--- src/rtl/mem_arbiter.sv ---
// Three-port arbiter (data > instruction > host) in front of a single-port memory
// with fixed read latency; one transaction in flight, with starvation relief for fetches.
module mem_arbiter #(
    parameter int MEM_LAT    = 2,
    parameter int STARVE_MAX = 8
) (
    input  logic        clk,
    input  logic        rst_n,

    input  logic        i_req,
    input  logic [31:0] i_addr,
    output logic [31:0] i_data,
    output logic        i_valid,

    input  logic        d_rd,
    input  logic        d_wr,
    input  logic [31:0] d_addr,
    input  logic [31:0] d_wr_data,
    output logic [31:0] d_rd_data,
    output logic        d_valid,

    input  logic        h_rd,
    input  logic        h_wr,
    input  logic [31:0] h_addr,
    input  logic [31:0] h_wr_data,
    output logic [31:0] h_rd_data,
    output logic        h_valid,

    output logic [31:0] m_addr,
    output logic [31:0] m_wr_data,
    output logic        m_rd,
    output logic        m_wr,
    input  logic [31:0] m_rd_data
);

    typedef enum logic [1:0] {
        IDLE  = 2'd0,
        ISSUE = 2'd1,
        WAIT  = 2'd2,
        DONE  = 2'd3
    } state_t;

    typedef enum logic [1:0] {
        PORT_I = 2'd0,
        PORT_D = 2'd1,
        PORT_H = 2'd2
    } port_t;

    localparam int             SW         = (STARVE_MAX < 1) ? 1 : $clog2(STARVE_MAX + 1);
    localparam logic [SW-1:0]  STARVE_LIM = SW'(STARVE_MAX);
    localparam logic [3:0]     LAT        = 4'(MEM_LAT);

    state_t        state_q, state_d;
    port_t         port_q, port_d;
    logic          wr_q, wr_d;
    logic [31:0]   addr_q, addr_d;
    logic [31:0]   wdata_q, wdata_d;
    logic [SW-1:0] starve_q, starve_d;
    logic [3:0]    cnt_q, cnt_d;
    logic [31:0]   i_data_q, i_data_d;
    logic [31:0]   d_rd_data_q, d_rd_data_d;
    logic [31:0]   h_rd_data_q, h_rd_data_d;

    logic d_req;
    logic h_req;
    logic i_wins;

    assign d_req  = d_rd | d_wr;
    assign h_req  = h_rd | h_wr;
    // Fetch beats data only once it has lost STARVE_MAX arbitrations in a row.
    assign i_wins = i_req && (!d_req || (starve_q == STARVE_LIM));

    always_comb begin
        state_d     = state_q;
        port_d      = port_q;
        wr_d        = wr_q;
        addr_d      = addr_q;
        wdata_d     = wdata_q;
        starve_d    = starve_q;
        cnt_d       = cnt_q;
        i_data_d    = i_data_q;
        d_rd_data_d = d_rd_data_q;
        h_rd_data_d = h_rd_data_q;

        case (state_q)
            IDLE: begin
                if (i_req || d_req || h_req) begin
                    state_d = ISSUE;
                    if (i_wins) begin
                        port_d   = PORT_I;
                        wr_d     = 1'b0;
                        addr_d   = i_addr;
                        starve_d = '0;
                    end else if (d_req) begin
                        port_d  = PORT_D;
                        wr_d    = d_wr;
                        addr_d  = d_addr;
                        wdata_d = d_wr_data;
                        if (i_req && (starve_q != STARVE_LIM)) begin
                            starve_d = starve_q + SW'(1);
                        end
                    end else begin
                        port_d  = PORT_H;
                        wr_d    = h_wr;
                        addr_d  = h_addr;
                        wdata_d = h_wr_data;
                    end
                end
            end
            ISSUE: begin
                if (wr_q) begin
                    state_d = DONE;
                end else begin
                    state_d = WAIT;
                    cnt_d   = 4'd1;
                end
            end
            WAIT: begin
                // Memory sampled m_rd at the end of ISSUE; its data lands MEM_LAT edges later.
                if (cnt_q == LAT) begin
                    state_d = DONE;
                    case (port_q)
                        PORT_I:  i_data_d    = m_rd_data;
                        PORT_D:  d_rd_data_d = m_rd_data;
                        default: h_rd_data_d = m_rd_data;
                    endcase
                end else begin
                    cnt_d = cnt_q + 4'd1;
                end
            end
            DONE: begin
                state_d = IDLE;
            end
            default: begin
                state_d = IDLE;
            end
        endcase
    end

    always_ff @(posedge clk or negedge rst_n) begin
        if (!rst_n) begin
            state_q     <= IDLE;
            port_q      <= PORT_I;
            wr_q        <= 1'b0;
            addr_q      <= 32'h0;
            wdata_q     <= 32'h0;
            starve_q    <= '0;
            cnt_q       <= 4'd0;
            i_data_q    <= 32'h0;
            d_rd_data_q <= 32'h0;
            h_rd_data_q <= 32'h0;
        end else begin
            state_q     <= state_d;
            port_q      <= port_d;
            wr_q        <= wr_d;
            addr_q      <= addr_d;
            wdata_q     <= wdata_d;
            starve_q    <= starve_d;
            cnt_q       <= cnt_d;
            i_data_q    <= i_data_d;
            d_rd_data_q <= d_rd_data_d;
            h_rd_data_q <= h_rd_data_d;
        end
    end

    // Latched command registers double as the memory bus, so it holds between accesses.
    assign m_addr    = addr_q;
    assign m_wr_data = wdata_q;
    assign m_rd      = (state_q == ISSUE) && !wr_q;
    assign m_wr      = (state_q == ISSUE) && wr_q;

    assign i_data    = i_data_q;
    assign d_rd_data = d_rd_data_q;
    assign h_rd_data = h_rd_data_q;
    assign i_valid   = (state_q == DONE) && (port_q == PORT_I);
    assign d_valid   = (state_q == DONE) && (port_q == PORT_D);
    assign h_valid   = (state_q == DONE) && (port_q == PORT_H);

endmodule

--- config.mk ---
export PLATFORM = sky130hd
export DESIGN_NAME = mem_arbiter
export DESIGN_NICKNAME = d
export VERILOG_FILES = /design/src/rtl/mem_arbiter.sv
export SDC_FILE = /design/constraint.sdc
export NUM_CORES = 1
export LEC_CHECK = 0
export CAP_MARGIN = 30
export CORE_MARGIN = 1
export CORE_UTILIZATION = 42
export DETAILED_ROUTE_END_ITERATION = 7
export GPL_TIMING_DRIVEN = 0
export PLACE_DENSITY = 0.79
export RECOVER_POWER = 50
export SLEW_MARGIN = 5
export SYNTH_ARGS = -nofsm -noshare
export SYNTH_HDL_FRONTEND = slang
export SYNTH_SLANG_ARGS = --single-unit
--- constraint.sdc ---
create_clock -name clk -period 2.5 [get_ports clk]
set_input_delay 0.5 -clock clk [delete_from_list [all_inputs] [get_ports clk]]
set_output_delay 0.5 -clock clk [all_outputs]
set_load 0.03 [all_outputs]
==> metrics.csv, run 1 <==
stage,metric,value,unit
logic_synthesis,Synth async-reset ratio,1.00,
logic_synthesis,Mapped Nets,935,
floorplan,row cnt,50,
status,failing checks,"capacitance limit, slew limit",
route,Total Wirelength,25.5,mm
logic_synthesis,synthesized flop and latch total,173,
timing,Final period util,0.953,
status,status,finished with violations,
logic_synthesis,most common cell in the netlist,dfrtp_1,
route,WL/cell,18.8,µm
worst_setup_path,Crit Path Class,reg -> out,
floorplan,I/O pin count,364,
clock_tree,Worst-Skew Late Latency,430,ps
route,number of nets still failing antenna checks after routing,0,
worst_setup_path,critical path endpoint category,primary output,
route,DR vias,7294,
power_and_ir_drop,Switch Pwr,7030,µW
worst_setup_path,CP max-delay cell,clkdlybuf4s50_1,
global_routing,vias in the first global route,7373,
placed_design,gpl congestion,0.834,
floorplan,Die Area,0.0197,mm²
power_and_ir_drop,Leakage,0.00533,µW
logic_synthesis,number of flops mapped to enable cells by yosys,0,
floorplan,chip height,140,µm
clock_tree,Clock transition at path regs,70,ps
placed_design,Post-DP HPWL,19.6,mm
power_and_ir_drop,internal power,9190,µW
worst_setup_path,"CP delay by family, top",buffers and inverters,
logic_synthesis,Syn Area/Cell,11.1,µm²
global_routing,total gr overflow,0,
worst_setup_path,buffers and inverters on the worst path,1,
timing,worst relative slew slack,-0.220,
timing,Setup WS post-layout,118,ps
route,First-pass DRT Iterations,5,
global_routing,largest net degree at the start of global routing,108,
clock_tree,CTS sink count,173,
timing,Fin Clk Skew,27.1,ps
power_and_ir_drop,share of power burned in registers,0.307,
logic_synthesis,Yosys top cell area share,0.538,
power_and_ir_drop,Switching Share,0.433,
route,DR iter-0 viols,304,
worst_setup_path,largest stage delay on the critical path,700,ps
timing,setup violators final,0,
clock_tree,CTS max path bufs,2,
timing,fin crit period,2380,ps
power_and_ir_drop,share of power burned in combinational logic,0.534,
layout,nets@finish,1318,
placed_design,Place WS,43.3,ps
run,MaxCap Viol Count,1,
worst_setup_path,number of cells on the critical path,3,
worst_setup_path,CP Max Fanout,4,
logic_synthesis,Yosys Warn Count,0,
power_and_ir_drop,Clk network pwr share,0.159,
logic_synthesis,top post-synthesis cells by count,"dfrtp_1, nand2_1, a21oi_1, mux2_2, nor2_1",
layout,final design utilization,0.670,
logic_synthesis,Synth Instances,727,
worst_setup_path,Worst EP required,2000,ps
min_path,worst hold path depth,2,
worst_setup_path,critical path startpoint category,flip-flop,
floorplan,core area,0.0188,mm²
logic_synthesis,top cell type by total area after synthesis,dfrtp_1,
logic_synthesis,cell area after synthesis,0.00805,mm²
timing,unrepaired setup endpoints after global routing,false,
clock_tree,root buffer cell,clkbuf_16,
placed_design,Port Buffers,363,
clock_tree,CTS tree,built,
clock_tree,cts hold-fix bufs,0,
floorplan,Starting Density,0.429,
clock_tree,post-CTS setup buffers,0,
timing,"Slew Viols, Final",67,
timing,Max Clk Rate,420,MHz
global_routing,global-route total usage across every layer,0.265,
global_routing,first-pass GRT wire length,39.9,mm
clock_tree,Num CTS Buffers,17,
min_path,hold crit path type,reg -> reg,
layout,layout cell share with drive strength beyond 1,0.155,
timing,Slew @ Worst Pin,1830,ps
power_and_ir_drop,Pwr per Cell Area,1290,mW/mm²
logic_synthesis,"Top FF cell, synth",dfrtp_1,
logic_synthesis,synth top area cells,"dfrtp_1, mux2_2, a21oi_1, nand2_1, mux2i_1",
route,drc violations,0,
power_and_ir_drop,VDD IR max,0.593,mV
route,via density per instance,5.38,
timing,final hold vios,0,
global_routing,initial antenna violation count,0,
clock_tree,H-Tree Depth,4,
logic_synthesis,Synth cell types,46,
layout,n_diodes,0,
worst_setup_path,"Cell Chain, Critical Path",ha_1 > and3b_1 > clkdlybuf4s50_1,
layout,Layout area overhead,56.1,%
floorplan,Die W,140,µm
logic_synthesis,"Seq/Total Area, Yosys",0.538,
worst_setup_path,CP arrival,1880,ps
worst_setup_path,R2R depth,8,
==> final cells by class <==
cell class / instances / area (µm²)
clock inverter: 15 / 145
buffer: 53 / 289
multi-input combinational: 493 / 3400
inverter: 8 / 30.0
sequential: 173 / 4330
clock buffer: 17 / 425
timing repair buffer: 364 / 3660
tap: 234 / 293
fill: 1496 / 6200
==> sequential cells by signal, indices dropped and copies added, names as in the netlist <==
register,cells
port_q,2
wr_q,1
state_q,2
m_addr,32
i_data,32
h_rd_data,32
starve_q,4
m_wr_data,32
cnt_q,4
d_rd_data,32
==> final timing paths <==
check,start,slack (ps),end
worst max-delay path,state_q[1]$_DFFE_PN0P_,120,d_valid
worst min-delay path,m_addr[9]$_DFFE_PN0P_,490,m_addr[9]$_DFFE_PN0P_
worst max register to register,state_q[1]$_DFFE_PN0P_,220,m_wr_data[12]$_DFFE_PN0P_
worst min register to register,m_addr[9]$_DFFE_PN0P_,490,m_addr[9]$_DFFE_PN0P_
max in group asynchronous,rst_n,680,d_rd_data[18]$_DFFE_PN0P_
min in group asynchronous,rst_n,520,m_addr[3]$_DFFE_PN0P_
==> layout by cell type (no fill, tap or decap), drive strengths merged, types with 3 or more instances in the layout <==
cell type / instances
dlygate4sd3: 69
nor2: 38
nand2: 109
a31oi: 32
o22a: 30
clkinv: 6
dfrtp: 173
inv: 16
buf: 42
mux2: 96
mux2i: 32
clkbuf: 30
and3b: 3
o21ai: 16
a21oi: 93
clkdlybuf4s50: 290
ha: 9
nor3: 3
==> worst register-to-register path, cell delays in order (launching register included) <==
cell	delay [ps]
dfrtp_1	420
inv_1	130
ha_1	160
clkbuf_1	400
a21boi_1	240
buf_2	260
buf_2	290
a21oi_1	110
a31oi_1	200
==> metrics by stage <==
| step | setup TNS, ps | hold WS (ps) | area [µm²] | power, µW | cells |
|---|---|---|---|---|---|
| after global routing | 0 | 506 | 12600 | 17100 | 1357 |
| final | 0 | 486 | 12600 | 16200 | 1357 |
| after global placement | -1106420 | 469 | 12000 | 13800 | 1324 |
| after CTS | 0 | 23.7 | 12600 | 16600 | 1357 |
| after detailed placement | 0 | 477 | 12000 | 14000 | 1325 |
| after floorplan | 0 | 204 | 8050 | 9990 | 727 |
==> power by group through the flow <==
stage                     clock (µW)  sequential, µW  combinational (µW)
after floorplan                    0            7570                2420
after global placement             0            4980                8790
after detailed placement           0            5050                8930
after CTS                       2630            5000                8930
after global routing            2750            5140                9170
final                           2580            4970                8670
==> cells by family (layout without fill, tap and decap cells) <==
logic type / count (synthesis) / count (layout) / share of synthesized area
multiplexers: 128 / 128 / 0.174
adder cells (fa/ha/maj): 9 / 9 / 0.0140
buffers and inverters: 61 / 457 / 0.0400
flip-flops: 173 / 173 / 0.538
AND/OR/NAND/NOR: 171 / 171 / 0.0911
AO/OA/AOI/OAI: 185 / 185 / 0.143
==> repair_timing <==
item / 4_1_cts / 5_1_grt
gates resized for setup: 2 / 1
pin swaps: 0 / 0
endpoints found under the setup margin: 2 / 1
endpoints found under the hold margin: 0 / 0
cloned: 0 / 0
==> metal layers <==
layer | global-route usage | wire [µm] | vias to the layer above
li1 | - | - | 3374
met1 | 0.301 | 9720 | 3537
met2 | 0.470 | 13000 | 331
met3 | 0.0663 | 1870 | 52
met4 | 0.119 | 897 | 0
met5 | 0 | 0 | -
Note: power is estimated with default switching activity, not from simulation.
==> run 2, diff against run 1 <==
--- a/config.mk
+++ b/config.mk
@@ -6,7 +6,6 @@
 export NUM_CORES = 1
 export LEC_CHECK = 0
 export CAP_MARGIN = 30
-export CORE_MARGIN = 1
 export CORE_UTILIZATION = 42
 export DETAILED_ROUTE_END_ITERATION = 7
 export GPL_TIMING_DRIVEN = 0
==> results of run 2 <==
The final DEF is identical to that of run 1; final timing and power are the same.
